$ cat config.mk
export PLATFORM = sky130hd
export DESIGN_NAME = clkgen_prog_receiver
export DESIGN_NICKNAME = d
export VERILOG_FILES = /design/src/rtl/clkgen_prog_receiver_pkg.sv /design/src/rtl/clkgen_prog_receiver.sv
export SDC_FILE = /design/constraint.sdc
export NUM_CORES = 1
export LEC_CHECK = 0
export CAP_MARGIN = 10
export CORE_ASPECT_RATIO = 1.2
export CORE_MARGIN = 2
export CORE_UTILIZATION = 55
export DETAILED_ROUTE_END_ITERATION = 10
export GPL_ROUTABILITY_DRIVEN = 0
export PLACE_DENSITY_LB_ADDON = 0.12
export SETUP_SLACK_MARGIN = 0.1
export SYNTH_ARGS = -nofsm -noshare
export SYNTH_HDL_FRONTEND = slang
export SYNTH_SLANG_ARGS = --single-unit
$ cat constraint.sdc
create_clock -name clk_usb -period 4.5 [get_ports clk_usb]
set_input_delay 0.45 -clock clk_usb [delete_from_list [all_inputs] [get_ports clk_usb]]
set_output_delay 0.45 -clock clk_usb [all_outputs]
set_load 0.01 [all_outputs]
$ cat src/rtl/clkgen_prog_receiver_pkg.sv
// -----------------------------------------------------------------------------
// clkgen_prog_receiver_pkg
// Shared definitions for the clkgen serial programming receiver: FSM state
// encoding, frame geometry, command bit encodings and the field-to-value
// helper used to drive the active M/D outputs.
// -----------------------------------------------------------------------------
package clkgen_prog_receiver_pkg;

  typedef enum logic [1:0] {
    ST_IDLE    = 2'd0,
    ST_SHIFT   = 2'd1,
    ST_GO_WAIT = 2'd2
  } state_t;

  // Load frame length in bits; the bit counter saturates one above this so an
  // over-long frame stays distinguishable from a correct one.
  localparam int FRAME_LEN = 10;
  localparam int FIELD_W   = 8;
  localparam int CNT_W     = 4;

  localparam logic [CNT_W-1:0] CNT_ONE   = CNT_W'(1);
  localparam logic [CNT_W-1:0] CNT_FRAME = CNT_W'(FRAME_LEN);
  localparam logic [CNT_W-1:0] CNT_SAT   = CNT_W'(FRAME_LEN + 1);

  // Bit 0 of a frame: command type. Bit 1 of a load frame: target register.
  localparam logic CMD_LOAD = 1'b1;
  localparam logic CMD_GO   = 1'b0;
  localparam logic SEL_D    = 1'b0;
  localparam logic SEL_M    = 1'b1;

  // Stored fields hold value-1; widen before adding so 0xFF maps to 256.
  function automatic logic [FIELD_W:0] field_to_val(input logic [FIELD_W-1:0] f);
    return {1'b0, f} + (FIELD_W + 1)'(1);
  endfunction

endpackage

$ cat src/rtl/clkgen_prog_receiver.sv
// -----------------------------------------------------------------------------
// clkgen_prog_receiver
// Receiving end of the clkgen serial programming port. Load frames stage new
// M/D fields into pending registers; a GO frame starts a GO_LATENCY countdown
// after which pending values become active and update_o pulses once.
//
// Framing: a frame is every consecutive cycle with progen_i=1; progdata_i is
// sampled on each such cycle and the first progen_i=0 cycle ends the frame.
// There is no back-pressure: the sender may start a new frame at any time.
//
// Ports
//   clk_usb      in   clock, all logic on the rising edge
//   reset_n      in   asynchronous active-low reset
//   progen_i     in   serial program enable (frame strobe)
//   progdata_i   in   serial program data, LSB first
//   err_clr_i    in   clears err_o (a same-cycle new error wins)
//   progdone_o   out  high when idle with nothing pending
//   mult_o[8:0]  out  active M value (2-256)
//   div_o[8:0]   out  active D value (1-256)
//   update_o     out  one-cycle pulse when active values are applied
//   err_o        out  sticky malformed-frame flag
//   dbg_state_o  out  current FSM state (state_t encoding), observation only
// -----------------------------------------------------------------------------
module clkgen_prog_receiver
  import clkgen_prog_receiver_pkg::*;
#(
  parameter int GO_LATENCY = 4,
  parameter int M_DEFAULT  = 2,
  parameter int D_DEFAULT  = 2
) (
  input  logic       clk_usb,
  input  logic       reset_n,
  input  logic       progen_i,
  input  logic       progdata_i,
  input  logic       err_clr_i,
  output logic       progdone_o,
  output logic [8:0] mult_o,
  output logic [8:0] div_o,
  output logic       update_o,
  output logic       err_o,
  output logic [1:0] dbg_state_o
);

  localparam logic [FIELD_W-1:0] M_RST  = FIELD_W'(M_DEFAULT - 1);
  localparam logic [FIELD_W-1:0] D_RST  = FIELD_W'(D_DEFAULT - 1);
  localparam logic [CNT_W-1:0]   GO_LAT = CNT_W'(GO_LATENCY);

  state_t               r_state;
  logic [CNT_W-1:0]     r_bit_cnt;
  logic                 r_bit0;
  logic [FRAME_LEN-1:0] r_shift;
  logic [CNT_W-1:0]     r_go_cnt;
  logic [FIELD_W-1:0]   r_pend_m;
  logic [FIELD_W-1:0]   r_pend_d;
  logic [FIELD_W-1:0]   r_act_m;
  logic [FIELD_W-1:0]   r_act_d;
  logic                 r_progdone;
  logic                 r_update;
  logic                 r_err;

  logic w_frame_end;
  logic w_load_ok;
  logic w_go_ok;
  logic w_bad_frame;
  logic w_go_intrude;
  logic w_err_set;

  // Frame classification happens on the cycle progen_i drops in SHIFT.
  assign w_frame_end  = (r_state == ST_SHIFT) && !progen_i;
  assign w_load_ok    = w_frame_end && (r_bit_cnt == CNT_FRAME) && (r_bit0 == CMD_LOAD);
  assign w_go_ok      = w_frame_end && (r_bit_cnt == CNT_ONE) && (r_bit0 == CMD_GO);
  assign w_bad_frame  = w_frame_end && !w_load_ok && !w_go_ok;
  // A frame started while a GO is counting down is dropped, not decoded.
  assign w_go_intrude = (r_state == ST_GO_WAIT) && progen_i;
  assign w_err_set    = w_bad_frame || w_go_intrude;

  always_ff @(posedge clk_usb or negedge reset_n) begin
    if (!reset_n) begin
      r_state    <= ST_IDLE;
      r_bit_cnt  <= '0;
      r_bit0     <= 1'b0;
      r_shift    <= '0;
      r_go_cnt   <= '0;
      r_pend_m   <= M_RST;
      r_pend_d   <= D_RST;
      r_act_m    <= M_RST;
      r_act_d    <= D_RST;
      r_progdone <= 1'b1;
      r_update   <= 1'b0;
      r_err      <= 1'b0;
    end else begin
      r_update <= 1'b0;
      case (r_state)
        ST_IDLE: begin
          if (progen_i) begin
            r_state    <= ST_SHIFT;
            r_bit0     <= progdata_i;
            // Right shift: after exactly FRAME_LEN samples bit0 lands at [0].
            r_shift    <= {progdata_i, {(FRAME_LEN-1){1'b0}}};
            r_bit_cnt  <= CNT_ONE;
            r_progdone <= 1'b0;
          end
        end
        ST_SHIFT: begin
          if (progen_i) begin
            r_shift <= {progdata_i, r_shift[FRAME_LEN-1:1]};
            if (r_bit_cnt != CNT_SAT) begin
              r_bit_cnt <= r_bit_cnt + CNT_ONE;
            end
          end else if (w_load_ok) begin
            if (r_shift[1] == SEL_M) begin
              r_pend_m <= r_shift[FRAME_LEN-1 -: FIELD_W];
            end else begin
              r_pend_d <= r_shift[FRAME_LEN-1 -: FIELD_W];
            end
            r_state <= ST_IDLE;
          end else if (w_go_ok) begin
            r_go_cnt <= GO_LAT;
            r_state  <= ST_GO_WAIT;
          end else begin
            r_state <= ST_IDLE;
          end
        end
        ST_GO_WAIT: begin
          // Apply on the cycle the counter steps to zero; stray progen_i
          // activity only raises err_o and never touches the countdown.
          r_go_cnt <= r_go_cnt - CNT_ONE;
          if (r_go_cnt <= CNT_ONE) begin
            r_act_m    <= r_pend_m;
            r_act_d    <= r_pend_d;
            r_update   <= 1'b1;
            r_progdone <= 1'b1;
            r_state    <= ST_IDLE;
          end
        end
        default: r_state <= ST_IDLE;
      endcase
      // Set has priority over clear.
      r_err <= w_err_set || (r_err && !err_clr_i);
    end
  end

  assign progdone_o  = r_progdone;
  assign update_o    = r_update;
  assign err_o       = r_err;
  assign mult_o      = field_to_val(r_act_m);
  assign div_o       = field_to_val(r_act_d);
  assign dbg_state_o = r_state;

endmodule

* Word-level counts from Yosys, hierarchy flattened
Index checks and enable logic that the tools add are counted.
W data, S select, Z words.
** Word-level totals
- Input port bits :: 5
- Word-level logic and storage cells :: 82
- Output and inout bits :: 23
- Bits in registers :: 56
** Cells by class
- $lt $le $gt $ge :: 1
- Eq/ne operators :: 12
- $add $sub $neg :: 4
- Bitwise operators :: 3
- Reduce and logical (&&, ||, !) cells :: 28
- Multiplexer cells :: 22
** Operators by type and width (number)
- $mux W4 :: 6
- $mux W10 :: 2
- $pmux W10 S2 :: 1
- $add A8 B1 Y9 const B :: 2
- $pmux W4 S2 :: 2
- $reduce_and A4 Y1 :: 4
- $mux W2 :: 5
- $ne A2 B2 Y1 const B :: 5
- $logic_and A1 B1 Y1 :: 9
- $reduce_and A3 Y1 :: 3
- $pmux W2 S3 :: 1
- $reduce_bool A2 Y1 :: 3
- $add A4 B1 Y4 const B :: 1
- $eq A4 B1 Y1 const B :: 1
- $eq A4 B4 Y1 const B :: 1
- $le A4 B1 Y1 const B :: 1
- $logic_not A1 Y1 :: 4
- $mux W1 :: 4
- $ne A2 B1 Y1 const B :: 2
- $ne A4 B4 Y1 const B :: 1
- $reduce_and A2 Y1 :: 2
- $sub A4 B1 Y4 const B :: 1
- $not A1 Y1 :: 3
- $eq A2 B1 Y1 const B :: 1
- other kinds (4) :: 5

* Logic depth before layout (Yosys ltp)
Gate-level depths: netlist of the first run.
- Word-level depth :: 9
- Mapped depth :: 6
- Mapped depth without buffers :: 5

* Worst setup path before layout of the first run
Ideal clock, no wire load.
- Path kind :: register -> register
- Start :: register r_state[0], in the netlist dbg_state_o[0]
- End :: register r_act_d[1]
- Setup time :: 0.125 ns
- Buffers on the path :: 2
- Period minus slack after synthesis :: 1.793 ns
- Data required time :: 4.375 ns
- Stages on the path, launching flop included :: 6
- Setup slack :: 2.707 ns
- Arrival :: 1.668 ns
- Cell sequence :: dfrtp_1 > nand2b_1 > buf_6 > nor4_4 > buf_6 > mux2_2
** On the way
- Cells in the longest elaborated chain, start to end :: 2
** Ends and longest elaborated chain
- from (decl) :: RTL line clkgen_prog_receiver.sv:48 : state_t r_state;
- from (signal assigned) :: RTL line clkgen_prog_receiver.sv:79 : r_state <= ST_IDLE;
- from (signal assigned) :: RTL line clkgen_prog_receiver.sv:96 : r_state <= ST_SHIFT;
- from (signal assigned) :: RTL line clkgen_prog_receiver.sv:116 : r_state <= ST_IDLE;
- $eq A2 B2 Y1 :: RTL line clkgen_prog_receiver.sv:93 : case (r_state)
- $reduce_and A2 Y1 (no source line)
- to (signal assigned) :: RTL line clkgen_prog_receiver.sv:130 : r_act_d <= r_pend_d;
- to (decl) :: RTL line clkgen_prog_receiver.sv:56 : logic [FIELD_W-1:0] r_act_d;
Every way passes these cells.
A chain may end at the register's enable or synchronous reset.

* Worst setup path in the final report of the first run
- Start :: register r_state[0], in the netlist dbg_state_o[0]
- End :: register r_act_m[4]
** On the way
- Cells in the longest elaborated chain, start to end :: 2
** Ends and longest elaborated chain
- $eq A2 B2 Y1 :: RTL line clkgen_prog_receiver.sv:93
- $reduce_and A2 Y1 (no source line)
- to (signal assigned) :: RTL line clkgen_prog_receiver.sv:129 : r_act_m <= r_pend_m;
- to (decl) :: RTL line clkgen_prog_receiver.sv:55 : logic [FIELD_W-1:0] r_act_m;
Every way passes these cells.

==> qor.yml, run 1 <==
status:
  status: "completed"
route:
  detail_route.vias_per_cell: 5.38
  via_count: 1624
  dr.pass1.iters: 4
  drc: 0
  routedWlPerCell_um: 14.1
  drtIter0Drc: 114
  antenna_left: 0
  wirelength_mm: 4.25
setup_path:
  path_cells: "nand2b_1 -> nor4_4 -> mux2_2"
  critPathMaxFanout: 21
  startpoint_type: "flop"
  crit_path_end_kind: "flop"
  cp.arrival_ns: 2.70
  critPathKind: "flop to flop"
  critical-path-max-stage-delay_ns: 0.94
  slowest_stage: "nor4_4"
  worst_ep_required_time_ns: 4.69
finish:
  insertedDiodeCount: 0
  post-route-cell-area_um2: 2990
  seqCellArea_um2: 1380
  fillCellCount: 351
  multiInputGateArea_um2: 1090
  drive_gt1_share_pct: 20.1
  syn_to_final_growth_pct: 16.9
  fin_nets: 255
global_route:
  grt_max_degree: 56
  grt_pass1_wl_mm: 7.29
  antenna_found_initial: 0
  grt_pass1_vias: 1572
  grt.overflow.total: 0
  grt_usage_pct: 18.2
floorplan:
  fp.coreArea_um2: 4530
  rows: 27
  ios: 28
  die_h_um: 78.7
  initial_core_util_pct: 56.5
  die_area_um2: 5220
  fp.dieW_um: 66.3
timing:
  max_freq_mhz: 399
  tightest_slew_ns: 1.09
  final-hold-violation-count: 0
  fin_ws_ns: 1.99
  fin_crit_ns: 2.51
  period_share_pct: 55.7
  setup_viol: 0
  fin_setup_tns_ns: 0
  rsz0062_at_grt: "no"
  drv_slew: 0
  slew_headroom_pct: 26.5
  fin_skew_ns: 0.00693
yosys:
  syn-mean-instance-area_um2: 11.9
  synth-seq-cells: 55
  netlist_area_um2: 2560
  synth.most_common_cell: "dfrtp_1"
  synth-main-ff-cell: "dfrtp_1"
  synth_common_cells: "dfrtp_1, mux2_2, nand2_1"
  syn_nets: 227
  synth.largest_area_cell: "dfrtp_1"
  synth-edff-count: 0
  synth.area.top_cells: "dfrtp_1, mux2_2, dfstp_2"
  yosysUniqueCellTypes: 38
  synth_seq_area_share_pct: 54.0
  synth_top_area_share_pct: 48.9
  yosysWarnings: 0
  syn_inst: 215
  synthArstFlopShare_pct: 100
clock_network:
  clockBufferDepth: 2
  post_cts_resized: 0
  htreeDepth: 2
  numCtsBuffers: 5
  cts_root_buf: "clkbuf_8"
  clock-sinks: 55
  cts_setup_buffers: 0
  cts_tree: "done"
  cts.clk_slew.worst_paths_ns: 0.09
  hold_buffers: 0
  clk_latency_ns: 0.30
power:
  total_leakage_power_nw: 1.42
  powerDensity_nw_per_um2: 420
  vdd_drop_max_uv: 310
placed_design:
  placed_area_um2: 2860
  pre_cts_ws_ns: 2.00
  io_buffers: 27
  dp_hpwl_mm: 2.94
hold_path:
  hp-class: "input pin to async pin"
flow_run:
  drv_cap: 0
## critical path, delay by kind of cell, from the launching register on
family | cells | cell delay [ns]
simple gates | 2 | 1.34
flops | 1 | 0.62
mux | 1 | 0.42
## power breakdown
part | switching [mW] | leakage, nW | internal, mW | total (mW)
registers | 0.0874 | 0.729 | 0.558 | 0.645
logic | 0.127 | 0.624 | 0.112 | 0.239
clock network | 0.151 | 0.0654 | 0.222 | 0.374
total | 0.366 | 1.42 | 0.892 | 1.26
## routing by layer
metal | vias to the layer above | share of wire (%) | global-route usage, %
met1 | 793 | 48 | 24.7
met3 | 6 | 2.7 | 4.25
met5 | - | 0 | 0
li1 | 802 | - | -
met4 | 0 | 1.6 | 6.12
met2 | 23 | 48 | 28.9
## cells in the final DEF (no fill, tap or decap), drive strengths merged, types with 3 or more instances in the layout
cell and count:
nand2 29, mux2 33, nor2 4, xor2 3, nand2b 3, nand3 18
ha 7, nor3 3, xnor2 10, o21ai 3, and4 4, dfrtp 50
inv 10, nand4 4, clkbuf 6, clkdlybuf4s50 26, dfstp 5
## area by class of cell
| class | instances | area share [%] |
|---|---|---|
| multi-input combinational | 143 | 36.6 |
| timing repair buffer | 28 | 9.12 |
| tap | 58 | 2.43 |
| clock buffer | 6 | 2.43 |
| sequential | 55 | 46.2 |
| inverter | 10 | 1.25 |
| clock inverter | 2 | 2.01 |
## worst paths after layout
| path | from | endpoint | slack, ns | cells after the start |
|---|---|---|---|---|
| worst max-delay path | dbg_state_o[0] | r_act_m[4] | 1.99 | 3 |
| worst min-delay path | reset_n | r_act_m[6] | 0.26 | 2 |
| worst max register to register | dbg_state_o[0] | r_act_m[4] | 1.99 | 3 |
| worst min register to register | progdone_o | progdone_o | 0.50 | 2 |
| max in group asynchronous | reset_n | r_act_m[1] | 3.79 | 2 |
| min in group clk_usb | progdone_o | progdone_o | 0.50 | 2 |
## cells by family after synthesis
logic type	Yosys count	share of synthesized area (%)
AO/OA/AOI/OAI	10	2.84
XOR/XNOR	13	4.45
adder cells (fa/ha/maj)	7	3.42
buffers and inverters	17	3.23
flip-flops	55	54.0
multiplexers	33	14.5
AND/OR/NAND/NOR	80	17.5
## registers in the layout (all words and copies together), names as in the netlist
register	cells
dbg_state_o	2
err_o	1
progdone_o	1
r_act_d	8
r_act_m	8
r_bit0	1
r_bit_cnt	4
r_go_cnt	4
r_pend_d	8
r_pend_m	8
r_shift	9
update_o	1
## stage by stage
| stage | utilization (%) | power [mW] | std cells | hold WS (ns) |
|---|---|---|---|---|
| 2_1_floorplan | - | 0.810 | 215 | 0.154 |
| 4_1_cts | 66.1 | 1.27 | 302 | 0.278 |
| 5_1_grt | 66.1 | 1.34 | 302 | 0.310 |
| 3_3_place_gp | 63.2 | 0.891 | 294 | 0.478 |
| 6_report | 66.1 | 1.26 | 302 | 0.258 |
| 3_5_place_dp | 63.2 | 0.894 | 294 | 0.479 |
(Power assumes the default switching activity.)
==> run 2: changes to the inputs <==
==> constraint.sdc (replaced) <==
create_clock -name clk_usb -period 2.51 [get_ports clk_usb]
set_input_delay 0.251 -clock clk_usb [delete_from_list [all_inputs] [get_ports clk_usb]]
set_output_delay 0.251 -clock clk_usb [all_outputs]
set_load 0.01 [all_outputs]
==> run 2 against run 1 <==
Net effect:
- register-to-register slack worse by 1.3 ns
- die area unchanged
- cell area up 0.96%
- clock-buffer cell count down 1
- highest routed layer unchanged
- clock skew up 0.0066 ns
- worst hold slack better by 0.22 ns
- largest power group unchanged
- via count up 3.8%
==> qor.yml, run 2 (synthesis results as in run 1) <==
status:
  status: "completed"
timing:
  final-hold-violation-count: 0  # unchanged
  max_freq_mhz: 452
  period_share_pct: 88.2
  tightest_slew_ns: 0.629  # -0.466 ns
  fin_skew_ns: 0.0135  # +0.00656 ns
  rsz0062_at_grt: "no"
  slew_headroom_pct: 57.5  # +31 points
  drv_slew: 0  # unchanged
  fin_setup_tns_ns: 0  # unchanged
  setup_viol: 0  # unchanged
  fin_ws_ns: 0.295  # -1.70 ns
  fin_crit_ns: 2.21
global_route:
  met3_usage_pct: 4.25  # unchanged
  busiest_layer: "met2"
  grt_max_degree: 30  # -46%
  grt_pass1_wl_mm: 7.42  # +1.8%
  grt.overflow.total: 0  # unchanged
  use_met2_pct: 31.8  # +2.9 points
  grt_usage_pct: 18.5  # +0.31 points
  use_met1_pct: 22.6  # -2.1 points
  grt_pass1_vias: 1670  # +6.2%
  antenna_found_initial: 0  # unchanged
floorplan:
  fp.dieW_um: 66.3  # unchanged
  fp.coreArea_um2: 4530  # unchanged
  die_area_um2: 5220  # unchanged
  rows: 27  # unchanged
  ios: 28  # unchanged
  initial_core_util_pct: 56.5  # unchanged
  die_h_um: 78.7  # unchanged
clock_network:
  numCtsBuffers: 5  # unchanged
  hold_buffers: 1  # +1
  htreeDepth: 2  # unchanged
  clk_latency_ns: 0.31  # about the same
  cts.clk_slew.worst_paths_ns: 0.10  # about the same
  cts_tree: "done"
  clockBufferDepth: 2  # unchanged
  post_cts_resized: 0  # unchanged
  cts_root_buf: "clkbuf_8"
  cts_setup_buffers: 0  # unchanged
  clock-sinks: 55  # unchanged
power:
  power.switching_mw: 0.668  # +83%
  combPwrFrac_pct: 21.1  # +2.1 points
  p_seq_share_pct: 51.9  # +0.6 points
  finalPower_mw: 2.19  # +74%
  swShare_pct: 30.6  # +1.5 points
  vdd_drop_max_uv: 536  # +73%
  clkPwrFrac_pct: 27.0  # -2.7 points
  total_leakage_power_nw: 1.44  # +1.2%
  p_int_mw: 1.52  # +70%
  powerDensity_nw_per_um2: 724  # +72%
route:
  detail_route.vias_per_cell: 5.51  # +2.4%
  drtIter0Drc: 32  # -72%
  dr.pass1.iters: 4  # unchanged
  drc: 0  # unchanged
  routedWlPerCell_um: 13.8  # -1.7%
  via_count: 1685  # +3.8%
  antenna_left: 0  # unchanged
  wirelength_mm: 4.24  # -0.42%
setup_path:
  worst_ep_required_time_ns: 2.26  # -2.43 ns
  critPathMaxFanout: 6  # -71%
  crit_family: "flip-flops"
  critPathKind: "flop to primary output"
  critPathBufInv: 1  # +1
  crit_path_end_kind: "primary output"
  startpoint_type: "flop"
  critical-path-max-stage-delay_ns: 0.58  # -0.36 ns
  slowest_stage: "dfstp_2"
  path_cells: "ha_1 -> nand3_1 -> xnor2_1 -> clkdlybuf4s50_1"
  cp.arrival_ns: 1.96  # -0.74 ns
finish:
  layout_common_cells: "dfrtp_1, mux2_2, nand2_1"
  top_register: "r_shift"
  final_common_cell: "dfrtp_1"
  largest_register_ffs: 9  # unchanged
  fin_nets: 259  # +1.6%
  insertedDiodeCount: 0  # unchanged
  drive_gt1_share_pct: 21.4  # +1.3 points
  syn_to_final_growth_pct: 18.0
  fillCellCount: 376  # +7.1%
  post-route-cell-area_um2: 3020  # +0.96%
placed_design:
  io_buffers: 27  # unchanged
  pre_cts_ws_ns: 0.459  # -1.54 ns
  dp_hpwl_mm: 3.06  # +3.9%
  placed_area_um2: 2890  # +1.2%
flow_run:
  drv_cap: 0  # unchanged
hold_path:
  hp-class: "input pin to async pin"
-- run 2: worst register-to-register path: stages (launching register included) --
cell and delay (ns):
dfrtp_1 0.45, inv_1 0.10, ha_1 0.14, and4b_1 0.24, nor3b_4 0.41, mux2_2 0.38
-- run 2: path summary, 6_finish.rpt --
path,cells past startpoint,to,startpoint,slack (ns)
max,4,mult_o[4],r_act_m[0],0.30
min,2,r_act_d[6],reset_n,0.48
max reg2reg,5,r_pend_d[4],r_bit_cnt[0],0.68
min reg2reg,2,progdone_o,progdone_o,0.49
max in group asynchronous,3,r_pend_m[0],reset_n,1.38
min in group clk_usb,2,progdone_o,progdone_o,0.49
-- run 2: cell type report --
class	instances	area [µm²]	area share [%]
Clock buffer	5	68.8	2.28
Clock inverter	3	47.5	1.57
Inverter	10	37.5	1.24
Multi-Input combinational cell	143	1090	36.2
Sequential cell	55	1380	45.8
Tap cell	58	72.6	2.40
Timing Repair Buffer	32	318	10.5
-- run 2: through the flow --
| stage | hold WS (ns) | std cells | utilization (%) |
|---|---|---|---|
| 6_report | 0.483 | 306 | 66.7 |
| 5_1_grt | 0.524 | 306 | 66.7 |
| 4_1_cts | 0.477 | 306 | 66.7 |
| 3_5_place_dp | 0.308 | 297 | 63.9 |
| 3_3_place_gp | 0.303 | 297 | 63.9 |
| 2_1_floorplan | -0.0446 | 215 | - |
-- run 2: per-layer routing --
| metal | routed length, µm | up-vias | share of wire, % |
|---|---|---|---|
| met5 | 0 | - | 0 |
| met4 | 73 | 0 | 1.7 |
| met3 | 130 | 7 | 3.1 |
| met2 | 2160 | 29 | 51 |
| met1 | 1880 | 837 | 44 |
| li1 | - | 812 | - |
-- run 2: power by group through the flow --
stage	sequential [mW]	clock (mW)	combinational (mW)
3_5_place_dp	1.15	0	0.466
6_report	1.13	0.590	0.461
4_1_cts	1.13	0.614	0.469
3_3_place_gp	1.15	0	0.453
2_1_floorplan	1.12	0	0.328
5_1_grt	1.15	0.649	0.529
==> run 3: changes to the inputs <==
--- a/config.mk
+++ b/config.mk
@@ -8,7 +8,7 @@
 export CAP_MARGIN = 10
 export CORE_ASPECT_RATIO = 1.2
 export CORE_MARGIN = 2
-export CORE_UTILIZATION = 55
+export CORE_UTILIZATION = 56
 export DETAILED_ROUTE_END_ITERATION = 10
 export GPL_ROUTABILITY_DRIVEN = 0
 export PLACE_DENSITY_LB_ADDON = 0.12
==> run 3 against run 2 <==
Net effect:
- register-to-register slack got worse by 0.11 ns
- setup slack improved by 0.042 ns
- via count decreased by 0.59%
- critical path depth unchanged
- final cell count decreased by 0.98%
- total power decreased by 3.5%
- non-clock buffer count decreased by 1
- clock-buffer cell count increased by 3
- first-iteration DRC count increased to 3.0 times the previous value
- highest routed layer unchanged
==> qor.yml, run 3 (synthesis results as in run 1) <==
global_route:
  grt_max_degree: 56  # +87%
  antenna_found_initial: 0  # unchanged
  grt_usage_pct: 18.8  # +0.28 points
  grt_pass1_wl_mm: 7.49  # +1.0%
  grt.overflow.total: 0  # unchanged
  grt_pass1_vias: 1577  # -5.6%
route:
  antenna_left: 0  # unchanged
  wirelength_mm: 4.27  # +0.87%
  detail_route.vias_per_cell: 5.53  # +0.39%
  dr.pass1.iters: 4  # unchanged
  routedWlPerCell_um: 14.1  # +1.9%
  via_count: 1675  # -0.59%
  drc: 0  # unchanged
  drtIter0Drc: 95  # +200%
clock_network:
  htreeDepth: 2  # unchanged
  hold_buffers: 0  # -1
  cts_setup_buffers: 0  # unchanged
  clockBufferDepth: 2  # unchanged
  clock-sinks: 55  # unchanged
  clk_latency_ns: 0.30  # about the same
  cts.clk_slew.worst_paths_ns: 0.09  # about the same
  cts_root_buf: "clkbuf_8"
  numCtsBuffers: 5  # unchanged
  post_cts_resized: 0  # unchanged
  cts_tree: "done"
timing:
  final-hold-violation-count: 0  # unchanged
  drv_slew: 0  # unchanged
  hold_ws_ns: 0.0719  # -0.411 ns
  max_freq_mhz: 460  # +1.9%
  fin_crit_ns: 2.17  # -0.0423 ns
  tightest_slew_ns: 0.673  # +0.0438 ns
  setup_viol: 0  # unchanged
  fin_ws_ns: 0.338  # +0.0423 ns
  fin_skew_ns: 0.00787  # -0.00561 ns
  fin_setup_tns_ns: 0  # unchanged
  rsz0062_at_grt: "no"
  slew_headroom_pct: 55.1  # -2.3 points
  period_share_pct: 86.5  # -1.7 points
finish:
  layout_common_cells: "dfrtp_1, mux2_2, nand2_1"
  fillCellCount: 343  # -8.8%
  final_cells: 303  # -0.98%
  drive_gt1_share_pct: 21.1  # -0.32 points
  seqCellArea_um2: 1380  # unchanged
  final_common_cell: "dfrtp_1"
  syn_to_final_growth_pct: 16.4
  post-route-cell-area_um2: 2980  # -1.4%
  insertedDiodeCount: 0  # unchanged
  top_register: "r_shift"
  multiInputGateArea_um2: 1090  # unchanged
  largest_register_ffs: 9  # unchanged
  fin_nets: 258  # -0.39%
hold_path:
  hp-class: "input pin to async pin"
setup_path:
  cp.arrival_ns: 1.92  # -0.04 ns
  startpoint_type: "flop"
  critPathMaxFanout: 6  # unchanged
  crit_path_end_kind: "primary output"
  worst_ep_required_time_ns: 2.26  # about the same
  critPathKind: "flop to primary output"
floorplan:
  ios: 28  # unchanged
  die_area_um2: 5130  # -1.7%
  die_h_um: 78.0  # -0.85%
  fp.dieW_um: 65.7  # -0.85%
  fp.coreArea_um2: 4330  # -4.4%
  initial_core_util_pct: 59.1  # +2.6 points
  rows: 26  # -3.7%
placed_design:
  pre_cts_ws_ns: 0.425  # -0.0342 ns
  placed_area_um2: 2880  # -0.52%
  place_inst: 295  # -0.67%
  io_buffers: 27  # unchanged
  dp_hpwl_mm: 3.02  # -1.2%
power:
  total_leakage_power_nw: 1.42  # -1.1%
  vdd_drop_max_uv: 602  # +12%
  powerDensity_nw_per_um2: 708  # -2.2%
flow_run:
  drv_cap: 0  # unchanged
status:
  status: "completed"
[run 3: per-layer routing]
metal	vias to the layer above	part of all wire, %	GRT usage (%)
met4	0	0.96	5.00
met3	4	2.9	3.87
met2	27	51	31.5
li1	808	-	-
met1	836	45	24.9
met5	-	0	0
[run 3: final cells by class]
cell class	instances	share of cell area, %
timing repair buffer	31	9.91
sequential	55	46.4
inverter	10	1.26
tap	56	2.35
clock buffer	8	3.36
multi-input combinational	143	36.7
[run 3: report_power, final]
part | internal, mW | switching (mW) | total, mW | leakage, nW
Clock | 0.252 | 0.261 | 0.513 | 0.0515
Combinational | 0.213 | 0.250 | 0.463 | 0.639
Sequential | 1.00 | 0.132 | 1.13 | 0.729
[run 3: final timing paths]
path / start / end / slack, ns / cells after the start
max in group asynchronous: reset_n / r_shift[2] / 2.00 / 2
setup reg to reg: r_bit_cnt[0] / r_pend_d[2] / 0.57 / 5
min in group clk_usb: progdone_o / progdone_o / 0.49 / 2
setup / recovery: r_act_m[0] / mult_o[4] / 0.34 / 4
hold / removal: reset_n / r_act_m[2] / 0.07 / 2
hold reg to reg: progdone_o / progdone_o / 0.49 / 2
[run 3: critical path, cell delays in order (launching register included)]
cell and delay, ns:
dfstp_2 0.59, ha_1 0.24, nand3_1 0.11, xnor2_1 0.14, clkdlybuf4s50_1 0.55
[run 3: through the flow]
step	utilization [%]	power (mW)
6_report	68.9	2.11
5_1_grt	68.9	2.25
4_1_cts	68.9	2.13
3_5_place_dp	66.5	1.62
3_3_place_gp	66.5	1.60
2_1_floorplan	-	1.45
